`src/rtl/alu_issue_if.sv`:
```
// alu_issue_if: command and response handshake bundle between a producer and alu_issue_ctrl
interface alu_issue_if #(
    parameter int WIDTH = 8,
    parameter int OPW   = 4
);
    logic             cmd_valid;
    logic             cmd_ready;
    logic [WIDTH-1:0] cmd_a;
    logic [WIDTH-1:0] cmd_b;
    logic [OPW-1:0]   cmd_op;
    logic             rsp_valid;
    logic             rsp_ready;
    logic [WIDTH-1:0] rsp_y;
    logic             rsp_err;
    modport master (
        output cmd_valid, cmd_a, cmd_b, cmd_op, rsp_ready,
        input  cmd_ready, rsp_valid, rsp_y, rsp_err
    );
    modport slave (
        input  cmd_valid, cmd_a, cmd_b, cmd_op, rsp_ready,
        output cmd_ready, rsp_valid, rsp_y, rsp_err
    );
endinterface

```
`src/rtl/alu_issue_ctrl.sv`:
```
// alu_issue_ctrl: buffers ALU commands in a FIFO, issues them one at a time from registers and
// returns each captured result (or an illegal-opcode error) on a valid/ready response port.
module alu_issue_ctrl #(
    parameter int WIDTH  = 8,
    parameter int OPW    = 4,
    parameter int MAX_OP = 8,
    parameter int DEPTH  = 4
) (
    input  logic             clk,
    input  logic             rst,
    alu_issue_if.slave       bus,
    output logic [WIDTH-1:0] alu_a,
    output logic [WIDTH-1:0] alu_b,
    output logic [OPW-1:0]   alu_f,
    input  logic [WIDTH-1:0] alu_y,
    output logic [15:0]      done_cnt
);
    localparam int AW = $clog2(DEPTH);
    typedef enum logic [1:0] {IDLE, EXEC, HOLD} state_t;
    state_t state, state_n;
    logic [2*WIDTH+OPW-1:0] mem [DEPTH];
    logic [AW-1:0] wr_ptr, rd_ptr;
    logic [AW:0] count;
    logic [WIDTH-1:0] head_a, head_b;
    logic [OPW-1:0] head_op;
    logic full, empty, push, pop, hs, legal;

    assign full = count == (AW+1)'(DEPTH);
    assign empty = count == '0;
    assign bus.cmd_ready = !full && !rst;
    assign push = bus.cmd_valid && bus.cmd_ready;
    assign hs = bus.rsp_valid && bus.rsp_ready;
    assign {head_a, head_b, head_op} = mem[rd_ptr];
    assign legal = 32'(head_op) <= MAX_OP;

    always_ff @(posedge clk)
        state <= rst ? IDLE : state_n;

    // A pop happens from IDLE, or from HOLD on the handshake edge for back-to-back issue
    always_comb begin
        pop = !empty && (state == IDLE || (state == HOLD && hs));
        state_n = pop ? (legal ? EXEC : HOLD) : state == EXEC ? HOLD : (state == HOLD && hs) ? IDLE : state;
    end

    always_ff @(posedge clk) begin
        if (rst) begin
            wr_ptr <= '0;
            rd_ptr <= '0;
            count <= '0;
            alu_a <= '0;
            alu_b <= '0;
            alu_f <= '0;
            bus.rsp_valid <= 1'b0;
            bus.rsp_y <= '0;
            bus.rsp_err <= 1'b0;
            done_cnt <= '0;
        end else begin
            if (push) begin
                mem[wr_ptr] <= {bus.cmd_a, bus.cmd_b, bus.cmd_op};
                wr_ptr <= wr_ptr + AW'(1);
            end
            if (pop)
                rd_ptr <= rd_ptr + AW'(1);
            count <= count + (AW+1)'(push) - (AW+1)'(pop);
            if (hs)
                done_cnt <= done_cnt + 16'd1;
            // Illegal opcodes never reach the ALU: the error response is posted straight away
            if (pop && legal) begin
                alu_a <= head_a;
                alu_b <= head_b;
                alu_f <= head_op;
                bus.rsp_valid <= 1'b0;
            end else if (pop) begin
                bus.rsp_y <= '0;
                bus.rsp_err <= 1'b1;
                bus.rsp_valid <= 1'b1;
            end else if (state == EXEC) begin
                bus.rsp_y <= alu_y;
                bus.rsp_err <= 1'b0;
                bus.rsp_valid <= 1'b1;
            end else if (hs) begin
                bus.rsp_valid <= 1'b0;
            end
        end
    end
endmodule

```
`src/flat_wrapper.sv`:
```
// flat-port wrapper written by rule: the top's interface ports become plain ports
module alu_issue_ctrl_flat 
#(
    parameter int WIDTH  = 8,
    parameter int OPW    = 4,
    parameter int MAX_OP = 8,
    parameter int DEPTH  = 4
)
  (clk, rst, alu_a, alu_b, alu_f, alu_y, done_cnt, bus_cmd_valid, bus_cmd_a, bus_cmd_b, bus_cmd_op, bus_rsp_ready, bus_cmd_ready, bus_rsp_valid, bus_rsp_y, bus_rsp_err);
  alu_issue_if #(.WIDTH(WIDTH), .OPW(OPW)) bus_i ();
  input  logic clk;
  input  logic rst;
  output logic [WIDTH-1:0] alu_a;
  output logic [WIDTH-1:0] alu_b;
  output logic [OPW-1:0] alu_f;
  input  logic [WIDTH-1:0] alu_y;
  output logic [15:0] done_cnt;
  input wire logic [$bits(bus_i.cmd_valid)-1:0] bus_cmd_valid;
  input wire logic [$bits(bus_i.cmd_a)-1:0] bus_cmd_a;
  input wire logic [$bits(bus_i.cmd_b)-1:0] bus_cmd_b;
  input wire logic [$bits(bus_i.cmd_op)-1:0] bus_cmd_op;
  input wire logic [$bits(bus_i.rsp_ready)-1:0] bus_rsp_ready;
  output wire logic [$bits(bus_i.cmd_ready)-1:0] bus_cmd_ready;
  output wire logic [$bits(bus_i.rsp_valid)-1:0] bus_rsp_valid;
  output wire logic [$bits(bus_i.rsp_y)-1:0] bus_rsp_y;
  output wire logic [$bits(bus_i.rsp_err)-1:0] bus_rsp_err;
  assign bus_i.cmd_valid = bus_cmd_valid;
  assign bus_i.cmd_a = bus_cmd_a;
  assign bus_i.cmd_b = bus_cmd_b;
  assign bus_i.cmd_op = bus_cmd_op;
  assign bus_i.rsp_ready = bus_rsp_ready;
  assign bus_cmd_ready = bus_i.cmd_ready;
  assign bus_rsp_valid = bus_i.rsp_valid;
  assign bus_rsp_y = bus_i.rsp_y;
  assign bus_rsp_err = bus_i.rsp_err;
  alu_issue_ctrl #(.WIDTH(WIDTH), .OPW(OPW), .MAX_OP(MAX_OP), .DEPTH(DEPTH)) u_core (.clk(clk), .rst(rst), .bus(bus_i), .alu_a(alu_a), .alu_b(alu_b), .alu_f(alu_f), .alu_y(alu_y), .done_cnt(done_cnt));
endmodule
```
`config.mk`:
```
export PLATFORM = sky130hd
export DESIGN_NAME = alu_issue_ctrl_flat
export DESIGN_NICKNAME = d
export VERILOG_FILES = /design/src/rtl/alu_issue_if.sv /design/src/rtl/alu_issue_ctrl.sv /design/src/flat_wrapper.sv
export SDC_FILE = /design/constraint.sdc
export NUM_CORES = 1
export LEC_CHECK = 0
export BUFFER_PORTS_ARGS = -buffer_cell sky130_fd_sc_hd__buf_2
export CAP_MARGIN = 10
export CORE_MARGIN = 2
export CORE_UTILIZATION = 55
export CTS_BUF_LIST = sky130_fd_sc_hd__clkbuf_8
export DETAILED_ROUTE_END_ITERATION = 16
export GPL_TIMING_DRIVEN = 0
export PLACE_DENSITY = 0.77
export SLEW_MARGIN = 20
export SYNTH_ARGS = -nofsm -noshare
export SYNTH_HDL_FRONTEND = slang
export SYNTH_SLANG_ARGS = --single-unit
```
`constraint.sdc`:
```
create_clock -name clk -period 4.2 [get_ports clk]
set_input_delay 0.63 -clock clk [delete_from_list [all_inputs] [get_ports clk]]
set_output_delay 0.63 -clock clk [all_outputs]
set_load 0.03 [all_outputs]
```
==> results of run 1 <==
-- cells in the mapped netlist (2+ instances only) --
library cell / count / area (um^2)
and2_1: 4 / 25.0
nor3_1: 4 / 20.0
nand2b_1: 10 / 62.6
nor4_1: 3 / 18.8
mux4_2: 13 / 293
inv_1: 10 / 37.5
nand4_1: 5 / 31.3
a21oi_1: 28 / 140
xnor2_1: 9 / 78.8
buf_6: 3 / 33.8
or3_1: 7 / 43.8
and4_1: 2 / 17.5
ha_1: 7 / 87.6
nand3_1: 20 / 100
nor2b_1: 2 / 12.5
dfxtp_1: 57 / 1140
a22oi_1: 2 / 15.0
buf_2: 5 / 25.0
o21ai_0: 32 / 160
edfxtp_1: 80 / 2400
clkbuf_1: 9 / 33.8
nand2_1: 19 / 71.3
xor2_1: 6 / 52.6
mux4_1: 7 / 184
nor2_1: 20 / 75.1
-- power groups by stage --
stage          combinational [mW]  clock (mW)  sequential (mW)
2_1_floorplan               0.680           0             1.86
6_report                     1.16       0.958             1.68
3_3_place_gp                 1.13           0             1.70
5_1_grt                      1.27        1.03             1.70
4_1_cts                      1.17       0.974             1.68
3_5_place_dp                 1.16           0             1.71
-- stage by stage --
| stage | hold WS, ns | power, mW | utilization (%) | std cells | worst slack [ns] |
|---|---|---|---|---|---|
| detailed placement | 0.468 | 2.87 | 63.1 | 588 | 1.26 |
| floorplan | 0.460 | 2.54 | - | 382 | 1.52 |
| global placement | 0.456 | 2.83 | 63.1 | 588 | 1.33 |
| finish | 0.393 | 3.80 | 66.8 | 620 | 1.53 |
| CTS | 0.369 | 3.82 | 66.8 | 620 | 1.54 |
| global route | 0.381 | 4.00 | 66.8 | 620 | 1.37 |
-- how the worst max path moves through the flow --
stage / startpoint / to / slack, ns
global placement: bus_rsp_ready / u_core.count[2]$_SDFF_PP0_ / 1.33
detailed placement: bus_rsp_ready / u_core.count[2]$_SDFF_PP0_ / 1.26
finish: u_core.bus.rsp_valid$_SDFFE_PP0P_ / u_core.count[2]$_SDFF_PP0_ / 1.53
CTS: u_core.bus.rsp_valid$_SDFFE_PP0P_ / u_core.count[2]$_SDFF_PP0_ / 1.54
floorplan: bus_rsp_ready / u_core.count[2]$_SDFF_PP0_ / 1.52
global route: u_core.bus.rsp_valid$_SDFFE_PP0P_ / u_core.count[2]$_SDFF_PP0_ / 1.37
-- flip-flops by register name (all words and copies together), names as in the netlist, named ones only --
| name | count |
|---|---|
| u_core.mem | 80 |
| u_core.done_cnt | 16 |
| u_core.alu_a | 8 |
| u_core.alu_b | 8 |
| u_core.bus.rsp_y | 8 |
| u_core.alu_f | 4 |
| u_core.count | 3 |
| u_core.rd_ptr | 2 |
| u_core.state | 2 |
| u_core.wr_ptr | 2 |
| u_core.bus.rsp_err | 1 |
| u_core.bus.rsp_valid | 1 |
-- kinds of logic after synthesis --
group	after synthesis	share of synthesized area, %
buffers and inverters	30	3.03
xor gates and xnor gates	15	2.46
DFF	137	66.4
adders and majority gates	8	2.02
and+or+nand+nor	102	9.85
AOI/OAI and AO/OA	70	7.29
muxes	20	8.94
-- cell type report --
type / count / area (um^2) / share of cell area [%]
tap: 129 / 161 / 2.59
timing repair buffer: 77 / 385 / 6.18
buffer: 20 / 124 / 1.99
clock inverter: 15 / 116 / 1.87
sequential: 137 / 3540 / 56.8
inverter: 10 / 37.5 / 0.602
clock buffer: 17 / 234 / 3.75
multi-input combinational: 215 / 1630 / 26.2
-- per-layer routing --
layer  vias up  wire (um)  global-route usage (%)
li1       1625          -                       -
met1      1662       4390                    26.5
met4         0        192                    9.13
met2       136       5230                    36.3
met3        15        790                    5.29
met5         -          0                       0
-- critical path, stage by stage (launching register included) --
cell      delay (ns)
dfxtp_1         0.34
buf_2           0.20
a21boi_1        0.11
or3_1           0.38
inv_1           0.21
buf_6           0.18
ha_1            0.14
inv_1           0.04
ha_1            0.20
fa_1            0.38
xnor2_1         0.18
xnor2_1         0.14
nor2_1          0.05
==> impl_metrics.yaml, run 1 <==
clock_tree:
  clk_pin_slew_ns: 0.08
  postCtsHoldBufs: 0
  insertion_delay_ns: 0.43
  cts_resized: 0
  numCtsBuffers: 17
  cts_root_buf: "clkbuf_8"
  clkSinkCount: 137
  clock_path_buffers: 2
  cts_setup_buffers: 0
  cts_tree: "done"
  htreeDepth: 4
drt:
  via_count: 3438
  viasPerCell: 5.55
  drt_iter0_markers: 190
  drtPass1Iterations: 5
  wl_per_cell_um: 17.1
  drc: 0
  antenna_left: 0
  drt_wl_total_mm: 10.6
sta:
  worst_pin_slew_ns: 1.08
  rsz0062_at_grt: "no"
  clock_skew_ns: 0.00900
  fin_crit_sh_pct: 63.7
  relSlewSlack_pct: 28.0
  final_max_slew_viol_count: 0
  fmaxAchievable_mhz: 374
  finalSetupTns_ns: 0
  min_period_ns: 2.67
  setup_viol: 0
  hold_viol: 0
floorplanning:
  die_y_um: 102
  die_area_mm2: 0.0105
  placementRows: 35
  die_w_um: 102
  start_util_pct: 57.2
  core_area_mm2: 0.00933
  io_pins: 79
finish:
  layout.nets: 518
  diodes: 0
  drive_above_1_share_pct: 27.9
  fillCellCount: 671
  most-common-layout-cells: "buf_2 (82), edfxtp_1 (80), dfxtp_1 (57)"
  fin_area_mm2: 0.00623
  area_growth_syn_to_layout_pct: 16.9
  final_common_cell: "buf_2"
critical_path:
  r2r-start: "u_core.bus.rsp_valid$_SDFFE_PP0P_"
  r2r-end: "u_core.count[2]$_SDFF_PP0_"
  end_kind: "flip-flop"
  crit_type: "flip-flop to flip-flop"
  crit_path_start_kind: "flip-flop"
  crit_arrival_ns: 2.98
  regToRegSetupSlack_ns: 1.53
  cp.required_ns: 4.51
  reg2regPathDepth: 12
  crit_fanout: 10
global_routing:
  grt_util_all_layers_pct: 21.5
  grt_pass1_vias: 3323
  grt_max_degree: 21
  grt_overflow: 0
  grt_antenna_before_repair: 0
  grt_pass1_wl_mm: 16.4
pwr:
  p_int_mw: 2.44
  pwr-share-comb_pct: 30.6
  pwr_density_cell_mw_per_mm2: 609
  pwr-share-clk_pct: 25.2
  p_leak_nw: 2.26
  switchingPower_mw: 1.36
  switching_share_pct: 35.9
  pwr-share-seq_pct: 44.2
  ir_drop_mv: 0.350
logic_synthesis:
  ys_seq_elements: 137
  syn-cell-area_mm2: 0.00534
  netlist_instances: 382
  async_reset_ff_share_pct: 0
  seq_area_frac_synth_pct: 66.4
  yosys_warnings: 0
  ys.flop_type: "edfxtp_1"
  synth_nets: 422
  avgSynthCellArea_um2: 14.0
  ys_types: 43
  synth-edff-count: 80
run_status:
  outcome: "finished, final reports clean"
min_path:
  hold_path.class: "input pin to flip-flop"
  min_path_cells: 3
  whs_endpoint: "u_core.bus.rsp_y[2]$_SDFFE_PP0P_"
  hp-start: "alu_y[2]"
job:
  maxCapViolations: 0
placement:
  io_buffers: 77
  hpwl_mm: 7.11
  placed_area_mm2: 0.00588
  place_congestion: 0.813
(Power assumes the default switching activity.)
==> run 2: changes to the inputs <==
Settings changed: ABC_AREA set to 1.
Clock period 4.2 ns to 2.7 ns, I/O delays scaled along.
==> impl_metrics.yaml, run 2 <==
run_status:
  outcome: "finished, final reports clean"
drt:
  drc: 0
  drt_wl_total_mm: 12.6
  drtPass1Iterations: 5
  via_count: 4338
  viasPerCell: 5.34
  drt_iter0_markers: 338
  wl_per_cell_um: 15.5
  antenna_left: 0
sta:
  final_max_slew_viol_count: 0
  finalWorstSetupSlack_ns: 0.381
  setup_viol: 0
  fmaxAchievable_mhz: 431
  clock_skew_ns: 0.0148
  min_period_ns: 2.32
  hold_viol: 0
  finalHoldWorstSlack_ns: 0.184
  relSlewSlack_pct: 51.4
  fin_crit_sh_pct: 85.9
  rsz0062_at_grt: "no"
  worst_pin_slew_ns: 0.727
logic_synthesis:
  netlist_instances: 571
  avgSynthCellArea_um2: 9.78
  synth-edff-count: 80
  yosys_warnings: 0
  ys_types: 31
  synth_nets: 611
  ys.flop_type: "edfxtp_1"
  ys_seq_elements: 137
  yosysMostFrequentCell: "nor2_1"
  synth_top_cell_area_share_pct: 43.0
  synth_top_area_cell: "edfxtp_1"
  async_reset_ff_share_pct: 0
  synth.area.top_cells: "edfxtp_1 (43%), dfxtp_1 (20%), nor2_1 (7.4%)"
  seq_area_frac_synth_pct: 63.5
  syn-cell-area_mm2: 0.00558
  ys_top_cells_by_count: "nor2_1 (110), nand2_1 (84), edfxtp_1 (80)"
global_routing:
  grt_max_degree: 21
  grt_antenna_before_repair: 0
  grt_util_all_layers_pct: 24.0
  grt_pass1_wl_mm: 20.4
  grt_use_met3_pct: 5.61
  grt_overflow: 0
  use_met2_pct: 41.6
  grt_pass1_vias: 4239
  grt_util_met1_pct: 29.7
  top_usage_layer: "met2"
min_path:
  hold_path.class: "input pin to flip-flop"
  hp-start: "bus_cmd_op[1]"
pwr:
  pwr-share-clk_pct: 21.2
  p_leak_nw: 2.70
  switching_share_pct: 41.3
  pwr_density_cell_mw_per_mm2: 1090
  switchingPower_mw: 2.93
  pwr-share-seq_pct: 38.1
  p_int_mw: 4.16
  ir_drop_mv: 0.561
  pwr-share-comb_pct: 40.6
clock_tree:
  clkSinkCount: 137
  clock_path_buffers: 2
  cts_root_buf: "clkbuf_8"
  cts_setup_buffers: 0
  numCtsBuffers: 17
  clk_pin_slew_ns: 0.08
  insertion_delay_ns: 0.43
  cts_tree: "done"
  htreeDepth: 4
finish:
  drive_above_1_share_pct: 18.8
  diodes: 0
  fillCellCount: 787
  reg_top3: "u_core.mem: 80 flops, u_core.done_cnt: 16 flops"
  most-common-layout-cells: "nor2_1 (106), nand2_1 (84), buf_2 (82)"
  final_common_cell: "nor2_1"
  multi_input_area_mm2: 0.00174
  top_register: "u_core.mem"
  largest_reg_flops: 80
  layout.nets: 707
  area_growth_syn_to_layout_pct: 16.9
  register_area_mm2: 0.00354
placement:
  post-place-ws_ns: 0.0396
  place_congestion: 0.845
  hpwl_mm: 8.28
  io_buffers: 78
floorplanning:
  io_pins: 79
  die_w_um: 105
  die_y_um: 105
  placementRows: 36
  die_area_mm2: 0.0110
  core_area_mm2: 0.00982
  start_util_pct: 56.8
critical_path:
  crit_path_start_kind: "flip-flop"
  crit_arrival_ns: 2.62
  startpoint: "u_core.bus.rsp_valid$_SDFFE_PP0P_"
  end_kind: "flip-flop"
  crit_fanout: 17
  crit_type: "flip-flop to flip-flop"
  cp.required_ns: 3.00
  r2r-start: "u_core.bus.rsp_valid$_SDFFE_PP0P_"
job:
  maxCapViolations: 0
## run 2: through the flow
stage / cells / TNS, ns / utilization, % / cell area, um^2 / total power, mW
2_1_floorplan: 571 / 0 / - / 5580 / 4.79
3_3_place_gp: 782 / -25.28 / 62.5 / 6140 / 5.49
3_5_place_dp: 782 / 0 / 62.8 / 6170 / 5.60
4_1_cts: 814 / 0 / 66.5 / 6530 / 7.11
5_1_grt: 813 / 0 / 66.4 / 6520 / 7.54
6_report: 813 / 0 / 66.4 / 6520 / 7.09
## run 2: cells by family (layout without fill, tap and decap cells)
kind of cell	Yosys count	in the layout	share of synthesized area, %
xor gates and xnor gates	3	3	0.471
adders and majority gates	8	8	1.93
AOI/OAI and AO/OA	90	90	8.54
and+or+nand+nor	254	254	19.7
buffers and inverters	79	188	5.83
DFF	137	137	63.5
## run 2: cell type report
type	instances	share of cell area, %
plain buffers	22	1.63
multi-input cells	355	26.7
clock buffers	18	3.80
inverters	56	3.30
repair buffers	78	5.99
well taps	133	2.55
clock inverters	14	1.69
flip-flops and latches	137	54.3
## run 2: final timing paths
check / endpoint / slack (ns) / cells after the start
max: u_core.count[1]$_SDFF_PP0_ / 0.38 / 10
min: u_core.mem[3][1]$_DFFE_PP_ / 0.18 / 1
max reg2reg: u_core.count[1]$_SDFF_PP0_ / 0.38 / 10
min reg2reg: u_core.alu_f[1]$_SDFFE_PP0P_ / 0.47 / 2
## run 2: repair_timing
action	4_1_cts	5_1_grt
resized for setup	0	0
hold buffers	0	0
endpoints found under the setup margin	0	2
## run 2: critical path: stages (launching register included)
cell and delay, ns:
dfxtp_1 0.39, nand2_2 0.17, nand2_1 0.11, nand2_1 0.08, nor2_4 0.39, ha_1 0.31, inv_1 0.06, ha_1 0.17
fa_1 0.42, inv_1 0.07, nor2_1 0.04
## run 2: layer usage
layer	part of all wire (%)	vias up
met5	0	-
met4	1.1	0
met3	6.5	11
met2	50	174
met1	42	2054
li1	-	2099
## run 2: power groups by stage
stage / logic (mW) / registers [mW] / clock network, mW
2_1_floorplan: 1.68 / 3.12 / 0
3_3_place_gp: 2.76 / 2.73 / 0
6_report: 2.88 / 2.71 / 1.51
3_5_place_dp: 2.85 / 2.74 / 0
5_1_grt: 3.19 / 2.74 / 1.62
4_1_cts: 2.88 / 2.70 / 1.53
